--- config.mk ---
export PLATFORM = sky130hd
export DESIGN_NAME = dm_read_cache
export DESIGN_NICKNAME = d
export VERILOG_FILES = /design/src/rtl/dm_read_cache.sv
export SDC_FILE = /design/constraint.sdc
export NUM_CORES = 1
export LEC_CHECK = 0
export CAP_MARGIN = 20
export CORE_MARGIN = 2
export CORE_UTILIZATION = 55
export DETAILED_ROUTE_END_ITERATION = 6
export PLACE_DENSITY = 0.76
export SLEW_MARGIN = 40
export SYNTH_ARGS = -nofsm -noshare
export SYNTH_HDL_FRONTEND = slang
export SYNTH_SLANG_ARGS = --single-unit
--- constraint.sdc ---
create_clock -name clk -period 6.7 [get_ports clk]
set_clock_uncertainty 0.2 [all_clocks]
set_input_delay 1.005 -clock clk [delete_from_list [all_inputs] [get_ports clk]]
set_output_delay 1.005 -clock clk [all_outputs]
set_load 0.02 [all_outputs]
--- src/rtl/dm_read_cache.sv ---
// dm_read_cache: direct-mapped, read-only byte cache in front of a word RAM.
// Eight lines, each with a valid bit, a 4-bit tag and a 32-bit word.
// Processor addresses are 9-bit byte addresses split as [8:5] tag,
// [4:2] index and [1:0] byte offset. A hit answers one cycle after the request.
// A miss fetches the word from RAM, installs it in the line and answers
// MEM_LATENCY+2 cycles after the request.
//
// Ports:
//   clk          system clock, rising edge
//   rst_n        asynchronous active-low reset
//   req          read request, only looked at while idle
//   p_address    processor byte address
//   flush        invalidate every line (deferred until idle if busy)
//   mem_din      word returned by RAM, MEM_LATENCY cycles after mem_rd
//   mem_address  RAM word address of the outstanding miss
//   mem_rd       one-cycle RAM read strobe
//   dout         byte returned to processor, held until the next dv
//   dv           one-cycle data-valid pulse
//   busy         high whenever the controller is not idle
//   hit_cnt      saturating count of accepted hits
//   miss_cnt     saturating count of accepted misses
module dm_read_cache #(
  parameter int unsigned MEM_LATENCY = 1
) (
  input  logic        clk,
  input  logic        rst_n,
  input  logic        req,
  input  logic [8:0]  p_address,
  input  logic        flush,
  input  logic [31:0] mem_din,
  output logic [6:0]  mem_address,
  output logic        mem_rd,
  output logic [7:0]  dout,
  output logic        dv,
  output logic        busy,
  output logic [7:0]  hit_cnt,
  output logic [7:0]  miss_cnt
);

  typedef enum logic [1:0] {
    IDLE      = 2'd0,
    FILL_REQ  = 2'd1,
    FILL_WAIT = 2'd2,
    RESP      = 2'd3
  } state_t;

  // FILL_WAIT lasts MEM_LATENCY cycles; mem_din is captured on the last one.
  localparam logic [2:0] LAST_WAIT = 3'(MEM_LATENCY - 1);

  function automatic logic [7:0] sel_byte(input logic [31:0] word, input logic [1:0] off);
    case (off)
      2'd0:    return word[7:0];
      2'd1:    return word[15:8];
      2'd2:    return word[23:16];
      default: return word[31:24];
    endcase
  endfunction

  state_t      r_state;
  state_t      w_next;
  logic [7:0]  r_valid;
  logic [3:0]  r_tag  [8];
  logic [31:0] r_data [8];
  logic [8:0]  r_req_addr;
  logic [2:0]  r_wait_cnt;
  logic        r_flush_pend;
  logic [7:0]  r_dout;
  logic [7:0]  r_hit_cnt;
  logic [7:0]  r_miss_cnt;

  logic [2:0]  w_idx;
  logic [2:0]  w_fill_idx;
  logic        w_hit;
  logic        w_flush_now;
  logic        w_accept;
  logic        w_fill_done;

  assign w_idx      = p_address[4:2];
  assign w_fill_idx = r_req_addr[4:2];
  assign w_hit      = r_valid[w_idx] && (r_tag[w_idx] == p_address[8:5]);
  // A flush deferred from a busy period is applied on the first idle cycle
  // and, like a live flush, wins over a request in that cycle.
  assign w_flush_now = (r_state == IDLE) && (flush || r_flush_pend);
  assign w_accept    = (r_state == IDLE) && req && !w_flush_now;
  assign w_fill_done = (r_state == FILL_WAIT) && (r_wait_cnt == LAST_WAIT);

  // NOTE: every variable assigned in always_comb gets a default first, so no
  // path through the case leaves it unassigned and no latch is inferred.
  always_comb begin
    w_next = r_state;
    case (r_state)
      IDLE:      if (w_accept) w_next = w_hit ? RESP : FILL_REQ;
      FILL_REQ:  w_next = FILL_WAIT;
      FILL_WAIT: if (w_fill_done) w_next = RESP;
      RESP:      w_next = IDLE;
      default:   w_next = IDLE;
    endcase
  end

  // NOTE: clocked state uses non-blocking assignments only, so every register
  // samples the values from before the edge regardless of block ordering.
  always_ff @(posedge clk or negedge rst_n) begin
    if (!rst_n) begin
      r_state      <= IDLE;
      r_valid      <= '0;
      r_req_addr   <= '0;
      r_wait_cnt   <= '0;
      r_flush_pend <= 1'b0;
      r_dout       <= '0;
      r_hit_cnt    <= '0;
      r_miss_cnt   <= '0;
    end else begin
      r_state <= w_next;

      if (r_state == IDLE)  r_flush_pend <= 1'b0;
      else if (flush)       r_flush_pend <= 1'b1;

      if (w_flush_now)      r_valid             <= '0;
      else if (w_fill_done) r_valid[w_fill_idx] <= 1'b1;

      if (r_state == FILL_WAIT) r_wait_cnt <= r_wait_cnt + 3'd1;
      else                      r_wait_cnt <= '0;

      if (w_accept && !w_hit) r_req_addr <= p_address;

      if (w_accept && w_hit) r_dout <= sel_byte(r_data[w_idx], p_address[1:0]);
      else if (w_fill_done)  r_dout <= sel_byte(mem_din, r_req_addr[1:0]);

      if (w_accept && w_hit && (r_hit_cnt != 8'hFF))   r_hit_cnt  <= r_hit_cnt + 8'd1;
      if (w_accept && !w_hit && (r_miss_cnt != 8'hFF)) r_miss_cnt <= r_miss_cnt + 8'd1;
    end
  end

  // NOTE: tag and data arrays carry no reset; a line's contents are only
  // ever read while its valid bit is set, and valid bits are reset.
  always_ff @(posedge clk) begin
    if (w_fill_done) begin
      r_tag[w_fill_idx]  <= r_req_addr[8:5];
      r_data[w_fill_idx] <= mem_din;
    end
  end

  assign mem_address = r_req_addr[8:2];
  assign mem_rd      = (r_state == FILL_REQ);
  assign dv          = (r_state == RESP);
  assign busy        = (r_state != IDLE);
  assign dout        = r_dout;
  assign hit_cnt     = r_hit_cnt;
  assign miss_cnt    = r_miss_cnt;

endmodule

==> After elaboration in Yosys (flattened, before gate mapping) <==
Memory sizes are Yosys's and may differ from the RTL's.
Index checks and enable logic that the tools add are counted.
{ "classes": {"magnitude_cmp": 3, "n_addsub": 3, "bitwise": 1, "n_eq_ne": 12, "reduce_logical": 22, "mux": 19} }
{ "op_table": {"columns": ["operator", "n"], "rows": [
  ["$pmux 8 s3", 2],
  ["$mux 8", 4],
  ["$add 8x1->8 const B", 2],
  ["$ne 8x8->1 const B", 2],
  ["$logic_and 1x1->1", 10],
  ["$eq 2x2->1 const B", 4],
  ["$lt 3x4->1 const B", 2],
  ["$or 8x8->8", 1],
  ["$pmux 2 s4", 1],
  ["$reduce_bool 2->1", 4],
  ["$eq 2x1->1 const B", 3],
  ["$logic_not 2->1", 3],
  ["$mux 1", 6],
  ["$mux 2", 3],
  ["$eq 4x4->1", 1],
  ["$ne 2x2->1 const B", 2],
  ["$add 3x1->3 const B", 1],
  ["$bmux 1 s3", 1],
  ["$demux 1 s3", 1],
  ["$ge 3x1->1 const B", 1],
  ["$logic_not 3->1", 1],
  ["$mux 3", 1],
  ["$logic_not 1->1", 2],
  ["$reduce_and 2->1", 1],
  ["$logic_or 1x1->1", 1]
]} }
{ "totals": {"output_inout_bits": 34, "wordCells": 70, "ff_bits": 47, "ram_bits": 288, "mem_count": 2, "input_bits": 45} }
{ "mem_list": {"columns": ["name", "depth", "word_bits", "read_ports", "rd_clocked_by_memory_dff", "write_ports", "line", "text"], "rows": [
  ["r_data", 8, 32, 1, 0, 1, "63", "logic [31:0] r_data [8];"],
  ["r_tag", 8, 4, 1, 0, 1, "62", "logic [3:0] r_tag [8];"]
]} }

==> Depth between registers and ports, before layout <==
Gate-level depths: netlist of run 1.
{ "depth": {"depth_word": 7, "mapped_depth": 9, "ltp_nobuf": 7} }

==> Worst setup path before layout of run 1 <==
OpenSTA, ideal clock, no wires.
{ "synth_timing": {"kind": "register to register", "from": "reg r_state[0]", "to": "mem r_data[0][0], enable pin", "path_stages_with_launch": 5, "period_less_slack_ns": 5.088, "path_slack_ns": 1.612, "n_path_buf": 0, "arrival_ns": 4.365, "path_cell_list": "dfrtp_1 -> inv_1 -> ha_1 -> nand3b_1 -> nor4_1"} }
{ "synth_between": {"elab_chain_cells": 4} }
{ "synth_lines": {"columns": ["item", "line", "text"], "rows": [
  ["from (decl)", "59", "state_t r_state;"],
  ["from (signal assigned)", "113", "r_state <= w_next;"],
  ["$eq 2x2->1", "85", "assign w_fill_done = (r_state == FILL_WAIT) && (r_wait_cnt == LAST_WAIT);"],
  ["$logic_and 1x1->1", "85", null],
  ["$mux 1", "137", "if (w_fill_done) begin"],
  ["$mux 1 (not written as such)", "139", "r_data[w_fill_idx] <= mem_din;"],
  ["to (decl)", "63", null]
]} }
Every way passes these cells.

==> Worst setup path in the final report of run 1 <==
{ "layout_timing": {"from": "in p_address[3]", "to": "reg r_dout[4] (netlist: dout[4])"} }
{ "layout_between": {"elab_chain_cells": 5} }
{ "layout_lines": {"columns": ["item", "line", "text"], "rows": [
  ["from (decl)", "28", "input logic [8:0] p_address,"],
  ["$mem_v2 8x4 or $bmux 1 s3 (tied branches)", null, null],
  ["$eq 4x4->1 or $mux 1 (tied branches)", "80", "assign w_hit = r_valid[w_idx] && (r_tag[w_idx] == p_address[8:5]);"],
  ["$logic_and 1x1->1", "80", null],
  ["$logic_and 1x1->1", "126", "if (w_accept && w_hit) r_dout <= sel_byte(r_data[w_idx], p_address[1:0]);"],
  ["$mux 8 or $reduce_bool 2->1 (tied branches)", null, null],
  ["to (signal assigned)", "126", null],
  ["to (signal assigned)", "127", "else if (w_fill_done) r_dout <= sel_byte(mem_din, r_req_addr[1:0]);"],
  ["to (decl)", "67", "logic [7:0] r_dout;"]
]} }
Parallel ways exist; a longest one is shown, timed or not. The select of a mux whose other input is x is not followed.
A chain may end at the register's enable or synchronous reset.

==> flow_metrics.py, run 1 <==
metrics = {
    "yosys": {
        "synth.net_count": 682,
        "avgSynthCellArea_um2": 21.38,
        "post_synth_and_or_nand_nor_area_fraction": 0.02665,
        "dominant_combinational_cell_family_by_area_after_synthesis": "multiplexers",
        "yosys.cell_types.count": 36,
        "post_synth_mux_area_share": 0.2010,
        "mappedNetlistArea_mm2": 0.01343,
        "postSynth.topFlopCell": "sky130_fd_sc_hd__edfxtp_1",
        "seq_total_area_yosys": 0.7317,
        "synth.ff_latch_count": 335,
        "synth.area.top_cells": "sky130_fd_sc_hd__edfxtp_1 64%, sky130_fd_sc_hd__mux4_2 16%, sky130_fd_sc_hd__dfrtp_1 8.8%, sky130_fd_sc_hd__mux2i_1 2.5%, sky130_fd_sc_hd__ha_1 0.84%",
        "synth_top_area_cell": "sky130_fd_sc_hd__edfxtp_1",
        "synth_compound_gate_area_share": 0.007828,
        "synth_edf_count": 288,
        "post_synth_xor_area_fraction": 0.007828,
        "postSynth.asyncResetShare": 0.1403,
        "postSynthCellCount": 628,
        "yosys_warnings": 0,
        "yosys.area_share.adder": 0.008387,
        "synth_top_cell_area_share": 0.6441,
    },
    "sta": {
        "grt_setup_unrepaired": "no",
        "final-max-slew-violation-count": 0,
        "layout_worst_path_cycle_share": 0.5452,
        "fmax_mhz": 273.8,
        "final_period_minus_worst_setup_slack_ns": 3.653,
        "setup_ws_ns": 3.047,
        "tns_ns": 0,
        "worst_slew_margin_rel": 0.4539,
        "timing.final.hold_violations": 0,
        "worst_hold_slack_ns": 0.2677,
        "finalSetupViolations": 0,
        "worst_pin_slew_ns": 0.8166,
    },
    "route": {
        "routedWlPerCell_um": 25.79,
        "route.detailed.vias_per_inst": 6.137,
        "antenna_violating_nets_post_route": 0,
        "post-route-drc-count": 0,
        "vias": 6591,
        "dr.first_iter.drc_count": 598,
        "detail_route.wirelength_mm": 27.70,
        "drt_first_pass_iters": 5,
    },
    "critical_path": {
        "r2r.worst_path.cells": 9,
        "timing.reg2reg.setup_slack_ns": 3.48,
        "setup.worst_path.class": "in -> reg",
        "timing.rr.start": "r_state[0]$_DFFE_PN0P_",
        "critPathMaxStageDelay_ns": 0.65,
        "cp-start-kind": "input port",
        "cp_buf_inv_count": 1,
        "timing.critical_path.fanout_max": 35,
        "critical_path_cell_count": 8,
        "critical_path_s_slowest_cell": "sky130_fd_sc_hd__and2_1",
        "timing.critical_path.to": "dout[4]$_DFFE_PN0P_",
        "cp_cell_sequence": "buf_4, mux2i_1, mux4_2, xor2_1, o211ai_1, nor4_4, and2_1, mux2i_1",
        "setup.worst_path.end_class": "flop",
        "path_delay_family": "simple AND/OR/NAND/NOR gates",
        "crit_top_cell": "sky130_fd_sc_hd__mux2i_1",
        "worst_r2r_endpoint": "r_data[1][29]$_DFFE_PP_",
        "cp_required_ns": 6.94,
        "critical_path.startpoint": "p_address[3]",
        "worstPathArrival_ns": 3.89,
    },
    "power_and_ir_drop": {
        "ir_drop_v": 0.0002029,
        "powerDensity_mw_per_mm2": 356.5,
        "leakage_uw": 0.005348,
    },
    "grt": {
        "gr-usage-all-layers": 0.2268,
        "grt_start_max_net_pins": 48,
        "grt_first_pass_wirelength_mm": 43.08,
        "global_route.overflow_total": 0,
        "grt_pass1_vias": 6965,
        "initial_antenna_violation_count": 1,
    },
    "placed_design": {
        "post_dp_area_mm2": 0.01459,
        "post-dp-hpwl_mm": 15.27,
        "portBuffers": 78,
        "dp.cells": 1010,
        "place_congestion": 0.7415,
        "pre_cts_ws_ns": 2.260,
    },
    "clock_network": {
        "clk_lat_worst_skew_ns": 0.53,
        "cts_buffer_depth": 3,
        "cts_resized": 0,
        "cts_max_level": 2,
        "cts_post_setup_buffers_inserted": 0,
        "cts_tree": "yes",
        "cts_num_sinks": 335,
        "cts_root_buf": "sky130_fd_sc_hd__clkbuf_16",
        "cts-buffers-inserted": 35,
        "holdBufCountCts": 0,
        "cts.clk_slew.worst_paths_ns": 0.06,
    },
    "floorplan": {
        "die_area_mm2": 0.02568,
        "core_area_mm2": 0.02418,
        "die_x_um": 160.2,
        "placementRows": 57,
        "start_util": 0.5553,
        "floorplan_die_height_um": 160.2,
        "pin_count": 79,
    },
    "finish": {
        "post_route_cell_area_mm2": 0.01578,
        "fillCellCount": 1556,
        "post_route_cells_drive_above_1_share": 0.2523,
        "layout.cells.non_filler": 1074,
        "design.final.nets": 777,
        "syn2layout_area_growth_pct": 17.50,
    },
    "run_status": {
        "outcome": "finished, final reports clean",
    },
    "job": {
        "maxCapViolCount": 0,
    },
    "hold_path": {
        "hold_wc_path_type": "reg -> reg",
    },
}
==> layout make-up <==
class                   instances  area [um^2]  area share
diodes                          1        2.502   0.0001586
clock buffers                  39        890.9     0.05647
clock inverters                24        285.3     0.01808
inverters                       7        26.28    0.001665
multi-input cells             250         3441      0.2181
flip-flops and latches        335         9826      0.6228
well taps                     324        405.4     0.02570
repair buffers                 94        899.6     0.05702
==> state kept, by name (all words and copies together), names as in the netlist <==
| name | cells |
|---|---|
| dout | 8 |
| hit_cnt | 8 |
| miss_cnt | 8 |
| r_data | 256 |
| r_flush_pend | 1 |
| r_req_addr | 9 |
| r_state | 2 |
| r_tag | 32 |
| r_valid | 8 |
| r_wait_cnt | 3 |
==> layout by cell type, fill, tap and decap left out, types with 3 or more instances in the layout <==
| cell | instances |
|---|---|
| sky130_fd_sc_hd__and2_1 | 4 |
| sky130_fd_sc_hd__nand3_1 | 10 |
| sky130_fd_sc_hd__bufinv_16 | 5 |
| sky130_fd_sc_hd__ha_1 | 9 |
| sky130_fd_sc_hd__nor3_1 | 4 |
| sky130_fd_sc_hd__nand4_1 | 4 |
| sky130_fd_sc_hd__mux2_2 | 5 |
| sky130_fd_sc_hd__edfxtp_1 | 288 |
| sky130_fd_sc_hd__xnor2_1 | 7 |
| sky130_fd_sc_hd__nor2_1 | 11 |
| sky130_fd_sc_hd__nand2b_1 | 6 |
| sky130_fd_sc_hd__and3_1 | 4 |
| sky130_fd_sc_hd__mux2_1 | 10 |
| sky130_fd_sc_hd__clkinv_2 | 8 |
| sky130_fd_sc_hd__xor2_1 | 5 |
| sky130_fd_sc_hd__o21a_1 | 8 |
| sky130_fd_sc_hd__nand2_1 | 12 |
| sky130_fd_sc_hd__mux2i_1 | 33 |
| sky130_fd_sc_hd__buf_4 | 17 |
| sky130_fd_sc_hd__clkbuf_1 | 4 |
| sky130_fd_sc_hd__mux4_2 | 97 |
| sky130_fd_sc_hd__clkdlybuf4s50_1 | 74 |
| sky130_fd_sc_hd__nor2_4 | 3 |
| sky130_fd_sc_hd__clkbuf_16 | 35 |
| sky130_fd_sc_hd__clkinv_1 | 5 |
| sky130_fd_sc_hd__dfrtp_1 | 46 |
| sky130_fd_sc_hd__inv_1 | 7 |
==> stage by stage <==
step / total power [uW] / util
floorplan: 3296 / -
global placement: 3632 / 0.6016
detailed placement: 3706 / 0.6036
CTS: 5669 / 0.6522
global route: 5825 / 0.6524
finish: 5624 / 0.6525
==> cells by family after synthesis <==
family,Yosys count
DFF,335
muxes,146
and+or+nand+nor,68
buffers and inverters,43
AOI/OAI and AO/OA,15
xor gates and xnor gates,12
adders and majority gates,9
==> synthesized netlist by cell type (2+ instances only) <==
master	n
sky130_fd_sc_hd__and2_1	4
sky130_fd_sc_hd__mux2_1	10
sky130_fd_sc_hd__nor2_1	14
sky130_fd_sc_hd__inv_1	7
sky130_fd_sc_hd__xor2_1	5
sky130_fd_sc_hd__a21oi_1	2
sky130_fd_sc_hd__edfxtp_1	288
sky130_fd_sc_hd__xnor2_1	7
sky130_fd_sc_hd__mux2_2	5
sky130_fd_sc_hd__a31oi_1	2
sky130_fd_sc_hd__buf_6	2
sky130_fd_sc_hd__nand4_1	4
sky130_fd_sc_hd__buf_4	10
sky130_fd_sc_hd__buf_2	7
sky130_fd_sc_hd__o21a_1	8
sky130_fd_sc_hd__nand2_1	12
sky130_fd_sc_hd__nand3_1	10
sky130_fd_sc_hd__nor3_1	8
sky130_fd_sc_hd__buf_1	9
sky130_fd_sc_hd__clkbuf_1	8
sky130_fd_sc_hd__and3_1	4
sky130_fd_sc_hd__mux4_2	97
sky130_fd_sc_hd__nand2b_1	6
sky130_fd_sc_hd__ha_1	9
sky130_fd_sc_hd__mux2i_1	33
sky130_fd_sc_hd__dfrtp_1	47
==> power breakdown <==
| part | total [uW] | internal, uW | switching [uW] |
|---|---|---|---|
| logic | 914 | 425 | 489 |
| registers | 2750 | 2560 | 187 |
| clock network | 1960 | 1170 | 791 |
==> per-layer routing <==
metal | global-route usage | part of all wire | vias to the layer above
met2 | 0.3794 | 0.51 | 265
met4 | 0.05692 | 0.016 | 0
li1 | - | - | 2766
met3 | 0.03818 | 0.058 | 35
met5 | 0 | 0 | -
met1 | 0.3178 | 0.42 | 3525
==> worst min-delay path by stage <==
stage | start | to | slack (ns) | cells after the start
6_report | r_wait_cnt[0]$_DFF_PN0_ | r_wait_cnt[0]$_DFF_PN0_ | 0.27 | 1
5_1_grt | r_valid[6]$_DFFE_PN0P_ | r_valid[6]$_DFFE_PN0P_ | 0.30 | 1
4_1_cts | r_wait_cnt[0]$_DFF_PN0_ | r_wait_cnt[0]$_DFF_PN0_ | 0.28 | 1
3_5_place_dp | r_wait_cnt[0]$_DFF_PN0_ | r_wait_cnt[0]$_DFF_PN0_ | 0.27 | 1
3_3_place_gp | r_wait_cnt[0]$_DFF_PN0_ | r_wait_cnt[0]$_DFF_PN0_ | 0.24 | 1
2_1_floorplan | r_wait_cnt[0]$_DFF_PN0_ | r_wait_cnt[0]$_DFF_PN0_ | 0.23 | 1
(Power assumes the default switching activity.)
==> inputs of run 2 (changes only) <==
==> constraint.sdc (replaced) <==
create_clock -name clk -period 3.6 [get_ports clk]
set_clock_uncertainty 0.2 [all_clocks]
set_input_delay 0.54 -clock clk [delete_from_list [all_inputs] [get_ports clk]]
set_output_delay 0.54 -clock clk [all_outputs]
set_load 0.02 [all_outputs]
==> run 2 against run 1 <==
Final cell count increased by 0.37%. Clock power increased by 64%. Non-clock buffer count increased by 11. Critical path type unchanged. Flip-flop and latch count unchanged. Critical path depth decreased by 2. Core utilization decreased by 0.40 points.
==> flow_metrics.py, run 2 (synthesized netlist as in run 1, its figures left out) <==
metrics = {
    "placed_design": {
        "pre_cts_ws_ns": 0.2519,
        "dp.cells": 1020,
        "post_dp_area_mm2": 0.01467,
        "place_congestion": 0.7847,
        "portBuffers": 78,
        "post-dp-hpwl_mm": 15.81,
    },
    "clock_network": {
        "cts_buffer_depth": 3,
        "cts_resized": 0,
        "cts_root_buf": "sky130_fd_sc_hd__clkbuf_16",
        "cts_post_setup_buffers_inserted": 0,
        "clk_lat_worst_skew_ns": 0.55,
        "cts_num_sinks": 335,
        "cts_max_level": 1,
        "holdBufCountCts": 1,
        "cts-buffers-inserted": 31,
        "cts.clk_slew.worst_paths_ns": 0.06,
        "cts_tree": "yes",
    },
    "sta": {
        "final-max-slew-violation-count": 0,
        "worst_pin_slew_ns": 0.8392,
        "grt_setup_unrepaired": "no",
        "finalSetupViolations": 0,
        "worst_slew_margin_rel": 0.4405,
        "final_period_minus_worst_setup_slack_ns": 2.760,
        "timing.final.hold_violations": 0,
        "fmax_mhz": 362.3,
        "layout_worst_path_cycle_share": 0.7668,
        "setup_ws_ns": 0.8396,
    },
    "finish": {
        "post_route_cell_area_mm2": 0.01568,
        "largest_register": "r_data",
        "layout.cells.non_filler": 1078,
        "design.final.nets": 784,
        "area.sequential_mm2": 0.009826,
        "syn2layout_area_growth_pct": 16.78,
        "num_antenna_cells": 0,
        "layout.cells.most_common_list": "288 x sky130_fd_sc_hd__edfxtp_1, 97 x sky130_fd_sc_hd__mux4_2, 74 x sky130_fd_sc_hd__clkdlybuf4s50_1",
        "top_regs": "r_data: 256 flops, r_tag: 32 flops, r_req_addr: 9 flops",
        "fillCellCount": 1530,
        "largest_reg_flops": 256,
        "leading_cell_type_in_the_layout_fill_and_taps_excluded": "sky130_fd_sc_hd__edfxtp_1",
        "post_route_cells_drive_above_1_share": 0.2507,
        "multi_input_area_mm2": 0.003443,
    },
    "route": {
        "post-route-drc-count": 0,
        "routedWlPerCell_um": 25.13,
        "route.detailed.vias_per_inst": 6.112,
        "vias": 6589,
        "drt_first_pass_iters": 5,
        "dr.first_iter.drc_count": 795,
        "detail_route.wirelength_mm": 27.09,
        "antenna_violating_nets_post_route": 0,
    },
    "floorplan": {
        "pin_count": 79,
        "die_area_mm2": 0.02568,
        "floorplan_die_height_um": 160.2,
        "start_util": 0.5553,
        "core_area_mm2": 0.02418,
        "die_x_um": 160.2,
        "placementRows": 57,
    },
    "power_and_ir_drop": {
        "ir_drop_v": 0.0003246,
        "powerDensity_mw_per_mm2": 639.1,
        "leakage_uw": 0.005310,
    },
    "grt": {
        "gr-usage-all-layers": 0.2185,
        "global_route.overflow_total": 0,
        "grt_pass1_vias": 6912,
        "grt_first_pass_wirelength_mm": 41.95,
        "initial_antenna_violation_count": 0,
        "grt_start_max_net_pins": 58,
    },
    "run_status": {
        "outcome": "finished, final reports clean",
    },
    "job": {
        "maxCapViolCount": 0,
    },
    "critical_path": {
        "critical_path_s_slowest_cell": "sky130_fd_sc_hd__buf_4",
        "cp_required_ns": 3.81,
        "timing.reg2reg.setup_slack_ns": 0.97,
        "critPathMaxStageDelay_ns": 0.60,
        "cp-start-kind": "input port",
        "cp_buf_inv_count": 2,
        "path_delay_family": "multiplexers",
        "setup.worst_path.end_class": "flop",
        "cp_cell_sequence": "buf_4, buf_4, mux4_2, mux4_2, mux2i_1, mux2i_1",
        "worstPathArrival_ns": 2.97,
        "timing.critical_path.fanout_max": 32,
        "setup.worst_path.class": "in -> reg",
    },
    "hold_path": {
        "hold_wc_path_type": "reg -> reg",
    },
}
==> run 2: cell types whose count changed in the layout (fill, tap and decap cells not counted), moves of 2 or more <==
cell                        before  now
sky130_fd_sc_hd__clkinv_2        8    6
sky130_fd_sc_hd__buf_4          17   26
sky130_fd_sc_hd__clkinv_8        2    0
sky130_fd_sc_hd__clkbuf_16      35   31
sky130_fd_sc_hd__buf_2           1    3
sky130_fd_sc_hd__clkinv_1        5    7
sky130_fd_sc_hd__clkbuf_1        4    6
==> run 2: routing by layer <==
metal	vias up	GRT usage	part of all wire
met5	-	0	0
met4	0	0.05119	0.016
met3	34	0.03584	0.063
met2	268	0.3473	0.49
met1	3510	0.3261	0.43
li1	2777	-	-
==> run 2: metrics by stage <==
stage	setup TNS [ns]	total power (uW)	hold WS, ns	utilization
final	0	10020	0.2592	0.6486
after global routing	0	10380	0.2735	0.6486
after CTS	0	10100	0.2648	0.6485
after detailed placement	0	6888	0.2558	0.6068
after global placement	0	6788	0.2428	0.6068
after floorplan	-81.06	6135	0.04441	-
==> run 2: power breakdown <==
part | switching (uW) | internal (uW)
sequential | 352 | 4770
clock | 1350 | 1860
combinational | 899 | 793
total | 2600 | 7420
==> run 2: cell type report <==
class                      instances  share of cell area
clock buffer                      37             0.05091
tap                              324             0.02585
inverter                           7            0.001676
timing repair buffer             105             0.06256
sequential                       335              0.6266
clock inverter                    20             0.01277
multi-input combinational        250              0.2196
==> run 2: worst register-to-register path: cells and delay by family (launching register included) <==
family	cells	cell delay, ns
XOR/XNOR	1	0.14
AND/OR/NAND/NOR	2	0.76
multiplexers	3	0.94
flip-flops	1	0.33
AO/OA/AOI/OAI	1	0.14
==> run 2: path summary, 6_finish.rpt <==
kind,from,endpoint,cells after the start
min,r_wait_cnt[0]$_DFF_PN0_,r_wait_cnt[0]$_DFF_PN0_,1
max reg2reg,r_tag[2][2]$_DFFE_PP_,r_req_addr[2]$_DFFE_PN0P_,7
max,p_address[2],dout[6]$_DFFE_PN0P_,6
max in group asynchronous,rst_n,r_req_addr[0]$_DFFE_PN0P_,3
min reg2reg,r_wait_cnt[0]$_DFF_PN0_,r_wait_cnt[0]$_DFF_PN0_,1
min in group asynchronous,rst_n,dout[6]$_DFFE_PN0P_,2
